[config.mk]
export PLATFORM = sky130hd
export DESIGN_NAME = seq_ctrl_flat
export DESIGN_NICKNAME = d
export VERILOG_FILES = /design/src/rtl/seq_ctrl_if.sv /design/src/rtl/seq_ctrl.sv /design/src/flat_wrapper.sv
export SDC_FILE = /design/constraint.sdc
export NUM_CORES = 1
export LEC_CHECK = 0
export ABC_AREA = 1
export BUFFER_PORTS_ARGS = -buffer_cell sky130_fd_sc_hd__buf_4
export CAP_MARGIN = 20
export CELL_PAD_IN_SITES_DETAIL_PLACEMENT = 0
export CELL_PAD_IN_SITES_GLOBAL_PLACEMENT = 1
export CORE_UTILIZATION = 33
export CTS_BUF_LIST = sky130_fd_sc_hd__clkbuf_8
export CTS_CLUSTER_SIZE = 28
export DETAILED_ROUTE_END_ITERATION = 6
export GPL_TIMING_DRIVEN = 0
export PLACE_DENSITY = 0.95
export SLEW_MARGIN = 20
export SYNTH_ARGS = -nofsm -noshare
export SYNTH_HDL_FRONTEND = slang
export SYNTH_SLANG_ARGS = --single-unit
[constraint.sdc]
create_clock -name clk -period 2.55 [get_ports clk]
set_input_delay 0.255 -clock clk [delete_from_list [all_inputs] [get_ports clk]]
set_output_delay 0.255 -clock clk [all_outputs]
set_load 0.1 [all_outputs]
[src/rtl/seq_ctrl_if.sv]
// ---------------------------------------------------------------------------
// seq_ctrl_if -- bundle between the sequential Y86 controller and its datapath.
//
// Signals
//   start                     request to leave IDLE and run from PC
//   icode, hlt, imem_error,   fetch-stage results for the instruction at PC
//   instr_valid
//   valP, valC, valM          fall-through PC, constant word, memory read value
//   cnd                       branch condition from execute
//   dmem_error                data-memory address fault
//   PC                        registered program counter to fetch
//   fetch_en..wb_en           one-hot stage strobes
//   stat                      Y86 status (1=AOK 2=HLT 3=ADR 4=INS)
//   busy                      controller is executing (not IDLE/HALT)
//   state                     FSM state, exposed for observation
//
// Handshake: there is no ready/back-pressure path. instr_valid is a
// qualifier, not a request: the controller samples it together with the
// other fetch flags on the last clock of FETCH. The datapath must present
// stable fetch results for the current PC whenever fetch_en is high, and
// the controller never stalls.
//
// Modports: master = controller side, slave = datapath side.
// ---------------------------------------------------------------------------
interface seq_ctrl_if;
    logic        start;
    logic [3:0]  icode;
    logic        hlt;
    logic        imem_error;
    logic        instr_valid;
    logic [63:0] valP;
    logic [63:0] valC;
    logic [63:0] valM;
    logic        cnd;
    logic        dmem_error;
    logic [63:0] PC;
    logic        fetch_en;
    logic        decode_en;
    logic        exec_en;
    logic        mem_en;
    logic        wb_en;
    logic [2:0]  stat;
    logic        busy;
    logic [2:0]  state;

    modport master (
        input  start, icode, hlt, imem_error, instr_valid,
        input  valP, valC, valM, cnd, dmem_error,
        output PC, fetch_en, decode_en, exec_en, mem_en, wb_en,
        output stat, busy, state
    );

    modport slave (
        output start, icode, hlt, imem_error, instr_valid,
        output valP, valC, valM, cnd, dmem_error,
        input  PC, fetch_en, decode_en, exec_en, mem_en, wb_en,
        input  stat, busy, state
    );
endinterface

[src/rtl/seq_ctrl.sv]
// ---------------------------------------------------------------------------
// seq_ctrl -- sequential (non-pipelined) Y86-64 stage sequencer.
//
// Walks IDLE -> FETCH -> DECODE -> EXECUTE -> MEMORY -> WRITEBACK -> PCUPD
// -> FETCH ..., one cycle per state, and stops in a sticky HALT on a fetch
// fault, an invalid instruction, a halt instruction or a data-memory fault.
//
// Ports
//   clk         rising-edge clock
//   rst_n       asynchronous active-low reset
//   bus         seq_ctrl_if.master (fetch/execute inputs, PC, strobes, stat)
//   cycle_cnt   (SEQ_CTRL_PERF_EN only) cycles spent with busy=1
//   instr_cnt   (SEQ_CTRL_PERF_EN only) instructions retired through PCUPD
//
// Parameter
//   RESET_PC    PC value loaded on reset
//
// Build option: define SEQ_CTRL_PERF_EN to add the performance counters.
// ---------------------------------------------------------------------------
module seq_ctrl #(
    parameter logic [63:0] RESET_PC = 64'h0
) (
    input  logic           clk,
    input  logic           rst_n,
    seq_ctrl_if.master     bus
`ifdef SEQ_CTRL_PERF_EN
    ,
    output logic [63:0]    cycle_cnt,
    output logic [63:0]    instr_cnt
`endif
);

    typedef enum logic [2:0] {
        S_IDLE      = 3'd0,
        S_FETCH     = 3'd1,
        S_DECODE    = 3'd2,
        S_EXECUTE   = 3'd3,
        S_MEMORY    = 3'd4,
        S_WRITEBACK = 3'd5,
        S_PCUPD     = 3'd6,
        S_HALT      = 3'd7
    } state_t;

    localparam logic [2:0] STAT_AOK = 3'd1;
    localparam logic [2:0] STAT_HLT = 3'd2;
    localparam logic [2:0] STAT_ADR = 3'd3;
    localparam logic [2:0] STAT_INS = 3'd4;

    localparam logic [3:0] I_JXX  = 4'h7;
    localparam logic [3:0] I_CALL = 4'h8;
    localparam logic [3:0] I_RET  = 4'h9;

    state_t      st;
    logic [63:0] pc_q;
    logic [63:0] pc_next;
    logic [2:0]  stat_q;
    logic        busy_q;
    logic        fetch_q, decode_q, exec_q, mem_q, wb_q;

    // Next-PC select, only consumed in PCUPD.
    always_comb begin
        pc_next = bus.valP;
        if ((bus.icode == I_JXX && bus.cnd) || bus.icode == I_CALL) begin
            pc_next = bus.valC;
        end else if (bus.icode == I_RET) begin
            pc_next = bus.valM;
        end
    end

    // Strobes and busy are registered alongside the state so they change on
    // the same edge the state does. Each branch sets the strobe for the state
    // it is entering; everything else defaults to 0.
    always_ff @(posedge clk or negedge rst_n) begin
        if (!rst_n) begin
            st       <= S_IDLE;
            pc_q     <= RESET_PC;
            stat_q   <= STAT_AOK;
            busy_q   <= 1'b0;
            fetch_q  <= 1'b0;
            decode_q <= 1'b0;
            exec_q   <= 1'b0;
            mem_q    <= 1'b0;
            wb_q     <= 1'b0;
        end else begin
            fetch_q  <= 1'b0;
            decode_q <= 1'b0;
            exec_q   <= 1'b0;
            mem_q    <= 1'b0;
            wb_q     <= 1'b0;
            case (st)
                S_IDLE: begin
                    if (bus.start) begin
                        st      <= S_FETCH;
                        fetch_q <= 1'b1;
                        busy_q  <= 1'b1;
                    end
                end
                S_FETCH: begin
                    if (bus.imem_error) begin
                        stat_q <= STAT_ADR;
                        st     <= S_HALT;
                        busy_q <= 1'b0;
                    end else if (!bus.instr_valid) begin
                        stat_q <= STAT_INS;
                        st     <= S_HALT;
                        busy_q <= 1'b0;
                    end else if (bus.hlt) begin
                        stat_q <= STAT_HLT;
                        st     <= S_HALT;
                        busy_q <= 1'b0;
                    end else begin
                        st       <= S_DECODE;
                        decode_q <= 1'b1;
                    end
                end
                S_DECODE: begin
                    st     <= S_EXECUTE;
                    exec_q <= 1'b1;
                end
                S_EXECUTE: begin
                    st    <= S_MEMORY;
                    mem_q <= 1'b1;
                end
                S_MEMORY: begin
                    // A data fault kills the instruction before writeback.
                    if (bus.dmem_error) begin
                        stat_q <= STAT_ADR;
                        st     <= S_HALT;
                        busy_q <= 1'b0;
                    end else begin
                        st   <= S_WRITEBACK;
                        wb_q <= 1'b1;
                    end
                end
                S_WRITEBACK: begin
                    st <= S_PCUPD;
                end
                S_PCUPD: begin
                    pc_q    <= pc_next;
                    st      <= S_FETCH;
                    fetch_q <= 1'b1;
                end
                S_HALT: begin
                    st <= S_HALT;
                end
                default: begin
                    st     <= S_HALT;
                    busy_q <= 1'b0;
                end
            endcase
        end
    end

    assign bus.PC        = pc_q;
    assign bus.stat      = stat_q;
    assign bus.busy      = busy_q;
    assign bus.fetch_en  = fetch_q;
    assign bus.decode_en = decode_q;
    assign bus.exec_en   = exec_q;
    assign bus.mem_en    = mem_q;
    assign bus.wb_en     = wb_q;
    assign bus.state     = st;

`ifdef SEQ_CTRL_PERF_EN
    // busy_q is already 0 in HALT, so both counters freeze there naturally.
    always_ff @(posedge clk or negedge rst_n) begin
        if (!rst_n) begin
            cycle_cnt <= 64'd0;
            instr_cnt <= 64'd0;
        end else begin
            if (busy_q) begin
                cycle_cnt <= cycle_cnt + 64'd1;
            end
            if (st == S_PCUPD) begin
                instr_cnt <= instr_cnt + 64'd1;
            end
        end
    end
`endif

endmodule

[src/flat_wrapper.sv]
// flat-port wrapper written by rule: the top's interface ports become plain ports
module seq_ctrl_flat 
#(
    parameter logic [63:0] RESET_PC = 64'h0
)
  (clk, rst_n, bus_start, bus_icode, bus_hlt, bus_imem_error, bus_instr_valid, bus_valP, bus_valC, bus_valM, bus_cnd, bus_dmem_error, bus_PC, bus_fetch_en, bus_decode_en, bus_exec_en, bus_mem_en, bus_wb_en, bus_stat, bus_busy, bus_state);
  seq_ctrl_if bus_i ();
  input  logic clk;
  input  logic rst_n;
  input wire logic [$bits(bus_i.start)-1:0] bus_start;
  input wire logic [$bits(bus_i.icode)-1:0] bus_icode;
  input wire logic [$bits(bus_i.hlt)-1:0] bus_hlt;
  input wire logic [$bits(bus_i.imem_error)-1:0] bus_imem_error;
  input wire logic [$bits(bus_i.instr_valid)-1:0] bus_instr_valid;
  input wire logic [$bits(bus_i.valP)-1:0] bus_valP;
  input wire logic [$bits(bus_i.valC)-1:0] bus_valC;
  input wire logic [$bits(bus_i.valM)-1:0] bus_valM;
  input wire logic [$bits(bus_i.cnd)-1:0] bus_cnd;
  input wire logic [$bits(bus_i.dmem_error)-1:0] bus_dmem_error;
  output wire logic [$bits(bus_i.PC)-1:0] bus_PC;
  output wire logic [$bits(bus_i.fetch_en)-1:0] bus_fetch_en;
  output wire logic [$bits(bus_i.decode_en)-1:0] bus_decode_en;
  output wire logic [$bits(bus_i.exec_en)-1:0] bus_exec_en;
  output wire logic [$bits(bus_i.mem_en)-1:0] bus_mem_en;
  output wire logic [$bits(bus_i.wb_en)-1:0] bus_wb_en;
  output wire logic [$bits(bus_i.stat)-1:0] bus_stat;
  output wire logic [$bits(bus_i.busy)-1:0] bus_busy;
  output wire logic [$bits(bus_i.state)-1:0] bus_state;
  assign bus_i.start = bus_start;
  assign bus_i.icode = bus_icode;
  assign bus_i.hlt = bus_hlt;
  assign bus_i.imem_error = bus_imem_error;
  assign bus_i.instr_valid = bus_instr_valid;
  assign bus_i.valP = bus_valP;
  assign bus_i.valC = bus_valC;
  assign bus_i.valM = bus_valM;
  assign bus_i.cnd = bus_cnd;
  assign bus_i.dmem_error = bus_dmem_error;
  assign bus_PC = bus_i.PC;
  assign bus_fetch_en = bus_i.fetch_en;
  assign bus_decode_en = bus_i.decode_en;
  assign bus_exec_en = bus_i.exec_en;
  assign bus_mem_en = bus_i.mem_en;
  assign bus_wb_en = bus_i.wb_en;
  assign bus_stat = bus_i.stat;
  assign bus_busy = bus_i.busy;
  assign bus_state = bus_i.state;
  seq_ctrl #(.RESET_PC(RESET_PC)) u_core (.clk(clk), .rst_n(rst_n), .bus(bus_i));
endmodule
[Word-level counts from Yosys, hierarchy flattened]
Cells that the tools add are included.
Operators by class
  equality and inequality tests: 13
  multiplexer cells: 29
  reductions and logical operators: 7
Operators by type and width (number)
  $mux W64: 2
  $mux W3: 8
  $pmux W3 S8: 1
  $mux W1: 14
  $eq A3 B3 Y1 const B: 4
  $eq A4 B4 Y1 const B: 2
  $eq A3 B2 Y1 const B: 2
  $pmux W3 S2: 1
  $eq A4 B3 Y1 const B: 1
  $ne A2 B2 Y1 const B: 2
  $ne A4 B4 Y1 const B: 1
  $reduce_and A4 Y1: 1
  $eq A3 B1 Y1 const B: 1
  $logic_not A3 Y1: 1
  $pmux W1 S3: 1
  $reduce_and A3 Y1: 1
  $reduce_bool A3 Y1: 1
  $mux W2: 1
  $pmux W1 S2: 1
  $reduce_bool A2 Y1: 1
  $logic_and A1 B1 Y1: 1
  $logic_or A1 B1 Y1: 1
Storage, ports and cells
  register bits after elaboration: 76
  input port bits: 204
  output and inout bits: 76
  logic and storage cells: 58

[Longest topological paths before layout]
Gate-level depths: netlist (run 1).
  depth in word-level cells: 4
  depth in mapped cells: 10
  mapped depth without buffers: 9

[Worst setup path after synthesis (run 1)]
Ideal clock, no wire load.
  path kind: register to register
  start: register u_core.st[2], in the netlist u_core.bus.state[2]
  end: register u_core.pc_q[11], in the netlist u_core.bus.PC[11]
  setup time: 119 ps
  data arrival time: 1854 ps
  required time: 2431 ps
  setup slack: 577 ps
  cell stages (with the launch flop): 9
  clock period less this slack: 1973 ps
  cells stage by stage: dfrtp_1 -> buf_4 -> nand2_1 -> nor2_2 -> inv_2 -> buf_8 -> buf_8 -> nand2_2 -> nand2_1
Between the ends
  longest elaborated chain between the ends: 1
RTL lines
  start: declaration: RTL line seq_ctrl.sv:53  | state_t st;
  start signal: assignment: RTL line seq_ctrl.sv:75  | st <= S_IDLE;
  start signal: assignment: RTL line seq_ctrl.sv:93  | st <= S_FETCH;
  start signal: assignment: RTL line seq_ctrl.sv:101  | st <= S_HALT;
  $eq A3 B3 Y1: RTL line seq_ctrl.sv:90  | case (st)
  end signal: assignment: RTL line seq_ctrl.sv:139  | pc_q <= pc_next;
  end: declaration: RTL line seq_ctrl.sv:54  | logic [63:0] pc_q;
Every way passes these cells.
A chain may end at the register's enable or synchronous reset.

[Worst setup path in the final report (run 1)]
  start: register u_core.st[1], in the netlist u_core.bus.state[1]
  end: output port bus_state[1]
RTL lines
  end: declaration: RTL line flat_wrapper.sv:28  | output wire logic [$bits(bus_i.state)-1:0] bus_state;
No word-level cell between the ends.

==> run metrics, run 1 <==
H-tree Lvls=3; commonest cells in the netlist=nand2_1, dfrtp_1, nand3_1; GR peak layer=met2; Max Clock Skew=0.007577 ns; CORE AREA=15,260 um^2; critical path buffer and inverter count=1; largest cells by area after synthesis=dfrtp_1, nand2_1, nand3_1, nand2_2, buf_6; P_sw=around 6400 uW; most common cell in the netlist=nand2_1; CP max FO=8; CTS Buffer Depth=2; met2 usage=37.77%; f_max=683.1 MHz; Chip Width=roughly 130 um; post-DP HPWL=12.81 mm; r2r endpoint=u_core.bus.stat[2]; internal power=around 4000 uW; syn nets=965; Avg Cell Area, Syn=6.813 um^2; Slew HR=between 50% and 60%; final net count=1,256; drt drc=0; WHS Endpoint=u_core.bus.wb_en; Final setup viols=0; Crit path max-delay family=flip-flops; Avg WL per Cell=13.57 um; die area=16,220 um^2; post-CTS sizing=0; CTS tree=yes; number of port buffers=279; vias in the first global route=about 5,200; pwr/cell area=1332 nW/um^2; Worst Hold Launch=bus_dmem_error; Switching Share=61.87%; clock share of power=9.4%; design area=7760 um^2; WHS Path Cells=2; CP required=2.30 ns; top cell type's share of synthesized area=between 30% and 40%; initial DRC count=207; sequential share of power=21.0%; worst-margin pin slew=0.7347 ns; CTS root buffer=clkbuf_8; RSZ-0062 raised after global routing=no; final worst path period need=1.464 ns; Hold Crit Class=input port to flip-flop; WS Path Type=flip-flop to primary output; r2r worst-path depth=8; Filler Cells Inserted=1,542; DP Area=roughly 7500 um^2; status=finished clean; P&R area growth vs syn=49.66%; Seq cells post-synth=76; Worst-path clk slew=0.09 ns; Synth async-reset ratio=100.0%; fin cells=1,268; slowest CP cell=dfrtp_1; Placer Congestion=0.8088; Critical Path Source Type=flip-flop; worst endpoint data arrival time=1.21 ns; slowest stage delay, CP=0.50 ns; first-pass GRT wire length=26.60 mm; Seq/Total Area, Yosys=36.70%; most common flop cell mapped by yosys=dfrtp_1; clk sinks=between 70 and 80; leakage power=0.004510 uW; Post-Synthesis Cells=approximately 760; Cell variety after synth=26; DP Cell Count=1,251; met3 GRT Util=3.853%; fraction of layout cells with a size suffix above 1=38.79%; final hold vios=0; Detailed Route WL=17.20 mm; combinational power share=69.6%; Post-synth EDFFs=0; total congestion overflow=0; Skew-Pair Late Insertion Delay=0.36 ns; max-cap violation count=0; largest net degree at the start of global routing=77; Crit. End Element=primary output; initial antenna violation count=0; YS warnings=0; ANT cells=0; crit share post-route=57.41%; # rows=45; die height=127.3 um; Setup TNS=0 ns; routing usage on met1=25.90%; DRT antenna net count=0; total CTS buffers=9; Cell Area, Synth=between 5000 and 6000 um^2; io pins=280; DR vias=5,579; crit path cell chain=buf_4; Synth area leader=dfrtp_1; Crit Reg-Reg Startpoint=u_core.bus.state[2]; fin. max-slew vios=0; reg2reg setup slack=1.16 ns; GRT Total Usage=approximately a fifth; Pre-antenna DRT Iters=4; Vias/cell=approximately 4.4; initial core utilization=between 30% and 40%; peak supply drop=1.033 mV
==> metrics by stage <==
step | hold slack (ns) | worst slack (ns) | power, uW | util [%]
2_1_floorplan | -0.04059 | 0.5768 | 7722 | -
3_3_place_gp | 0.4392 | 1.100 | 9370 | 49.44
3_5_place_dp | 0.4315 | 1.084 | 9432 | 49.44
4_1_cts | 0.02401 | 1.060 | 10430 | 50.77
5_1_grt | 0.03372 | 1.016 | 10820 | 50.86
6_report | 0.04596 | 1.086 | 10340 | 50.86
==> sequential cells by signal (all words and copies together), names as in the netlist <==
register and flops:
u_core.bus.PC 64, u_core.bus.fetch_en 1, u_core.bus.state 3, u_core.bus.decode_en 1, u_core.bus.wb_en 1, u_core.bus.stat 3, u_core.bus.exec_en 1, u_core.bus.mem_en 1
u_core.bus.busy 1
==> power groups by stage <==
stage / logic, uW / clock network (uW) / registers (uW)
floorplan: 1530 / 0 / 6190
global placement: 7200 / 0 / 2170
detailed placement: 7250 / 0 / 2180
CTS: 7260 / 997 / 2170
global route: 7530 / 1060 / 2240
finish: 7190 / 970 / 2170
==> placed cells by master (no fill, tap or decap), types with 3 or more instances in the layout <==
| cell | netlist | routed |
|---|---|---|
| a21oi_1 | 4 | 4 |
| buf_12 | 4 | 4 |
| buf_4 | 8 | 286 |
| buf_6 | 18 | 19 |
| buf_8 | 8 | 8 |
| clkbuf_8 | 9 | 19 |
| clkinvlp_4 | 0 | 3 |
| dfrtp_1 | 75 | 75 |
| inv_1 | 5 | 6 |
| inv_2 | 4 | 4 |
| nand2_1 | 478 | 478 |
| nand2_2 | 52 | 52 |
| nand3_1 | 70 | 70 |
| nor2_1 | 4 | 4 |
| nor2_2 | 7 | 7 |
==> per-layer routing <==
metal | wire length, um | vias up
li1 | - | 2917
met1 | 7293 | 2476
met2 | 8553 | 171
met3 | 1097 | 15
met4 | 256 | 0
met5 | 0 | -
==> timing repair <==
item,CTS,global route
buffers inserted,0,0
hold buffers,0,1
endpoints found under the hold margin,0,31
==> area by class of cell <==
type,instances,area [um^2],area share [%]
Clock buffer,10,137.6,1.774
Inverter,10,37.54,0.4837
Tap cell,211,264.0,3.402
Buffer,48,591.8,7.627
Timing Repair Buffer,280,2108,27.17
Sequential cell,76,1903,24.52
Multi-Input combinational cell,627,2653,34.18
Clock inverter,6,65.06,0.8384
==> worst max-delay path by stage <==
stage,cells past startpoint,slack [ns],end,startpoint
finish,1,1.09,bus_state[1],u_core.bus.state[1]
global route,8,1.02,u_core.bus.stat[0],u_core.bus.state[0]
CTS,1,1.06,bus_state[1],u_core.bus.state[1]
detailed placement,11,1.08,u_core.bus.PC[23],bus_icode[0]
global placement,11,1.10,u_core.bus.PC[23],bus_icode[0]
floorplan,8,0.58,u_core.bus.PC[11],u_core.bus.state[2]
==> cells by family after synthesis <==
family | share of synthesized area [%]
AOI/OAI and AO/OA | 0.8447
buffers and inverters | 12.14
DFF | 36.70
and+or+nand+nor | 50.31
Power figures use the tool's default switching activity.
==> inputs of run 2 (changes only) <==
Settings changed: CORE_UTILIZATION 33 to 31, PLACE_DENSITY 0.95 to 0.92.
Clock period 2.55 ns to 1.4 ns, I/O delays scaled along.
==> run 2 against run 1 <==
  * Clock power is 55% higher
  * Register-to-register slack worse by 1.1 ns
  * Highest routed layer unchanged
  * Wire length is 0.77% lower
==> run metrics, run 2 (same netlist as run 1, synthesis figures left out) <==
clk sinks=76 (unchanged); Detailed Route WL=17.07 mm (-0.77%); P&R area growth vs syn=51.04%; CP max FO=10 (+2); Worst-path clk slew=0.09 ns (about the same); drt drc=0 (unchanged); initial antenna violation count=0 (unchanged); peak supply drop=1.439 mV (+39%); # rows=46 (+2.2%); Critical Path Source Type=flip-flop; post-DP HPWL=12.87 mm (+0.46%); initial core utilization=32.17% (-1.8 points); CORE AREA=16,120 um^2 (+5.6%); Crit. End Element=flip-flop; final worst path period need=around 1.3 ns; H-tree Lvls=3 (unchanged); fin cells=1,275 (+0.55%); DRT antenna net count=0 (unchanged); max-cap violation count=0 (unchanged); final hold vios=0 (unchanged); setup slack at placement=0.02197 ns (-1.062 ns); slowest CP cell=dfrtp_4; Max Clock Skew=0.008971 ns (+0.001395 ns); slowest stage delay, CP=0.49 ns (about the same); commonest non-fill, non-tap cell in the layout=nand2_1; io pins=280 (unchanged); worst endpoint data arrival time=1.60 ns (+0.39 ns); fin. max-slew vios=0 (unchanged); die height=131.3 um (+3.1%); vias in the first global route=5,338 (+1.7%); number of port buffers=279 (unchanged); CTS root buffer=clkbuf_8; Slew HR=51.44% (+0.43 points); Hold Crit Class=input port to flip-flop; Final setup viols=0 (unchanged); Vias/cell=4.431 (+0.70%); max FFs per register=64 (unchanged); crit path cell chain=buf_8, nand2_4, nor2_4, buf_6, buf_6, nand2_1, nand2_1; crit share post-route=96.11%; CP required=1.65 ns (-0.65 ns); CTS tree=yes; CTS Buffer Depth=2 (unchanged); GRT Total Usage=20.21% (-1.0 points); f_max=roughly 740 MHz; first-pass GRT wire length=27.68 mm (+4.0%); initial DRC count=227 (+9.7%); fraction of layout cells with a size suffix above 1=39.75% (+0.97 points); die area=17,250 um^2 (+6.3%); final net count=1,258 (+0.16%); Pre-antenna DRT Iters=6 (+2); RSZ-0062 raised after global routing=yes; DP Cell Count=1,256 (+0.40%); worst-margin pin slew=0.7283 ns (-0.006397 ns); status=finished clean; DR vias=5,649 (+1.3%); Power, Total=18,710 uW (+81%); Setup TNS=0 ns (unchanged); total congestion overflow=0 (unchanged); Avg WL per Cell=13.39 um (-1.3%); Filler Cells Inserted=1,753 (+14%); Skew-Pair Late Insertion Delay=0.36 ns (about the same); Placer Congestion=0.8403 (+3.9%); critical path buffer and inverter count=3 (+2); Worst Hold Launch=bus_imem_error; total CTS buffers=9 (unchanged); fin worst setup slack=0.05440 ns (-1.032 ns); WS Path Type=flip-flop to flip-flop; most frequent cells in the layout=nand2_1, buf_4, dfrtp_1; Crit path max-delay family=flip-flops; largest net degree at the start of global routing=77 (unchanged); Chip Width=131.3 um (+3.1%); CP Launch Point=u_core.bus.state[2]; pwr/cell area=2389 nW/um^2 (+79%); leakage power=0.004534 uW (+0.52%); Crit Reg-Reg Startpoint=u_core.bus.state[2]; ANT cells=0 (unchanged)
[run 2: cell count changes in the layout (fill, tap and decap cells not counted), moves of 3 or more]
cell	before	now
clkinv_2	0	4
dfrtp_4	0	3
nand2_1	478	475
nor2_2	7	4
dfrtp_1	75	72
nor2_4	1	5
[run 2: power breakdown]
part | switching, uW | internal [uW] | total, uW
Combinational | 10000 | 3120 | 13200
Clock | 865 | 633 | 1500
Sequential | 766 | 3280 | 4050
Total | 11700 | 7040 | 18700
[run 2: layer usage]
metal,global-route usage [%],vias to the layer above,part of all wire [%]
li1,-,2912,-
met2,33.92,209,47
met5,0,-,0
met4,6.783,0,1.9
met3,5.015,21,7.6
met1,25.22,2507,44
[run 2: timing repair]
| action | in CTS | in global routing |
|---|---|---|
| resized for setup | 1 | 11 |
| cloned | 0 | 0 |
| buffers inserted | 0 | 2 |
| hold buffers | 2 | 0 |
| endpoints found under the setup margin | 1 | 9 |
| hold endpoints to repair | 51 | 0 |
| pin swaps | 0 | 7 |
[run 2: tightest hold or removal path: stages]
cell     delay, ns
buf_4         0.08
a21oi_1       0.04
o21ai_1       0.12
[run 2: metrics by stage]
stage	hold slack (ns)	utilization, %	area, um^2
finish	0.05105	48.59	7831
global route	0.05653	48.59	7831
CTS	0.02656	48.28	7781
detailed placement	0.3219	47.10	7590
global placement	0.3220	47.10	7590
floorplan	-0.1556	-	5225
[run 2: area by class of cell]
cell class / count / area, um^2 / share of cell area (%)
Sequential cell: 76 / 1914 / 24.44
Tap cell: 216 / 270.3 / 3.451
Inverter: 10 / 40.04 / 0.5113
Buffer: 47 / 608.1 / 7.765
Multi-Input combinational cell: 627 / 2698 / 34.45
Timing Repair Buffer: 283 / 2133 / 27.24
Clock inverter: 7 / 43.79 / 0.5592
Clock buffer: 9 / 123.9 / 1.582
[run 2: path summary, 6_finish.rpt]
check,end,slack (ns),cells after the start
setup / recovery,u_core.bus.PC[44],0.05,7
hold / removal,u_core.bus.stat[0],0.05,3
setup reg to reg,u_core.bus.PC[44],0.05,7
hold reg to reg,u_core.bus.stat[0],0.48,2
max in group asynchronous,u_core.bus.state[1],0.45,2
min in group asynchronous,u_core.bus.PC[11],0.38,2
==> inputs of run 3 (changes only) <==
Settings changed: PLACE_DENSITY 0.92 to not set, PLACE_DENSITY_LB_ADDON set to 0.3.
==> run 3 against run 2 <==
  * Global-route usage down 0.89 points
  * Worst hold slack worse by 0.0067 ns
  * Die area unchanged
  * Final area down 0.30%
  * First-iteration DRC count up 6.6%
  * Via count down 3.3%
  * Highest routed layer unchanged
  * Sequential power down 2%
  * Register-to-register slack better by 0.03 ns
  * Sequential share of layout area up 0.074 points
  * Clock skew down 0.00084 ns
==> run metrics, run 3 (same netlist as run 1, synthesis figures left out) <==
Worst-path clk slew=0.08 ns (about the same); die area=17,250 um^2 (unchanged); r2r endpoint=u_core.bus.PC[63]; Chip Width=131.3 um (unchanged); CP required=1.26 ns (-0.39 ns); peak supply drop=1.455 mV (+1.1%); post-DP HPWL=12.71 mm (-1.2%); r2r worst-path depth=7 (unchanged); final net count=1,258 (unchanged); CTS Buffer Depth=2 (unchanged); worst-margin pin slew=0.7052 ns (-0.02317 ns); total congestion overflow=0 (unchanged); largest net degree at the start of global routing=77 (unchanged); number of port buffers=279 (unchanged); initial antenna violation count=0 (unchanged); critical path buffer and inverter count=1 (-2); total CTS buffers=9 (unchanged); Max Clock Skew=0.008132 ns (-0.0008388 ns); Vias/cell=4.282 (-3.3%); final worst path period need=1.326 ns (-0.01958 ns); max FFs per register=64 (unchanged); slowest stage delay, CP=0.54 ns (+0.05 ns); Filler Cells Inserted=1,745 (-0.46%); Crit Reg-Reg Startpoint=u_core.bus.state[0]; # rows=46 (unchanged); first-pass GRT wire length=26.43 mm (-4.5%); DRT antenna net count=0 (unchanged); leakage power=0.004527 uW (-0.15%); final hold slack=0.04435 ns (-0.006698 ns); CORE AREA=16,120 um^2 (unchanged); Crit. path cell count=1 (-6); Crit. End Element=primary output; CP Launch Point=u_core.bus.stat[0]; reg2reg setup slack=0.08 ns (+0.03 ns); Pre-antenna DRT Iters=4 (-2); Slew HR=52.99% (+1.5 points); max-cap violation count=0 (unchanged); pwr/cell area=2390 nW/um^2 (about the same); CTS tree=yes; commonest non-fill, non-tap cell in the layout=nand2_1; GRT Total Usage=19.33% (-0.89 points); CP max FO=2 (-8); Setup TNS=0 ns (unchanged); die height=131.3 um (unchanged); initial core utilization=32.17% (unchanged); Final setup viols=0 (unchanged); initial DRC count=242 (+6.6%); worst endpoint data arrival time=1.19 ns (-0.41 ns); CTS root buffer=clkbuf_8; clk sinks=76 (unchanged); P&R area growth vs syn=50.58%; Detailed Route WL=16.61 mm (-2.7%); Hold Crit Class=input port to flip-flop; setup slack at placement=0.01801 ns (-0.003966 ns); fin worst setup slack=0.07398 ns (+0.01958 ns); Avg WL per Cell=13.02 um (-2.7%); vias in the first global route=5,205 (-2.5%); status=finished clean; drt drc=0 (unchanged); final hold vios=0 (unchanged); RSZ-0062 raised after global routing=yes; H-tree Lvls=3 (unchanged); DR vias=5,460 (-3.3%); Power, Total=18,660 uW (-0.27%); ANT cells=0 (unchanged); most frequent cells in the layout=nand2_1, buf_4, dfrtp_1; WS Path Type=flip-flop to primary output; fin. max-slew vios=0 (unchanged); CP endpoint=bus_stat[0]; io pins=280 (unchanged); Crit path max-delay family=flip-flops; Skew-Pair Late Insertion Delay=0.36 ns (about the same); Layout Utilization=48.45% (-0.15 points); f_max=754.1 MHz (+1.5%); slowest CP cell=dfstp_2; crit share post-route=94.72% (-1.4 points); Critical Path Source Type=flip-flop; crit path cell chain=buf_4; Placer Congestion=0.8111 (-3.5%); fraction of layout cells with a size suffix above 1=39.57% (-0.19 points)
run 3: cell type report:
type / instances / area [um^2] / area share, %
well taps: 216 / 270.3 / 3.462
clock inverters: 6 / 40.04 / 0.5128
multi-input cells: 627 / 2675 / 34.26
inverters: 10 / 38.79 / 0.4968
flip-flops and latches: 76 / 1914 / 24.52
clock buffers: 10 / 137.6 / 1.763
plain buffers: 48 / 605.6 / 7.756
repair buffers: 282 / 2126 / 27.23
run 3: worst reg2reg max path: cells and delay by family, from the launching register on:
kind | cells | cell delay, ns
flops | 1 | 0.48
simple gates | 3 | 0.21
buf+inv | 4 | 0.53
run 3: layer usage:
layer | wire length (um) | vias to the layer above | GRT usage, %
met5 | 0 | - | 0
met4 | 267 | 0 | 6.848
met3 | 1375 | 17 | 5.440
met2 | 7724 | 187 | 32.12
met1 | 7237 | 2334 | 23.83
li1 | - | 2922 | -
run 3: power breakdown:
group          switching (uW)  total (uW)  leakage, uW  internal (uW)
Combinational           10000       13100      0.00349           3090
Sequential                701        3980     0.000943           3280
Clock                     871        1560    0.0000920            688
run 3: how the worst min path moves through the flow:
stage	startpoint	end	cells after the start
3_3_place_gp	bus_dmem_error	u_core.bus.wb_en	2
4_1_cts	bus_imem_error	u_core.bus.stat[0]	3
2_1_floorplan	rst_n	u_core.bus.PC[0]	0
6_report	bus_imem_error	u_core.bus.stat[0]	3
3_5_place_dp	bus_dmem_error	u_core.bus.wb_en	2
5_1_grt	bus_imem_error	u_core.bus.stat[0]	3
run 3: per-stage QoR:
stage                     cells  instance area [um^2]
after floorplan             761                  5225
final                      1275                  7807
after CTS                  1274                  7787
after global routing       1275                  7807
after detailed placement   1256                  7590
after global placement     1256                  7590
run 3: what timing repair did:
item	in CTS	in global routing
buffers inserted	0	1
endpoints found under the setup margin	0	20
gates resized for setup	0	3
hold buffers	2	0
endpoints found under the hold margin	76	0
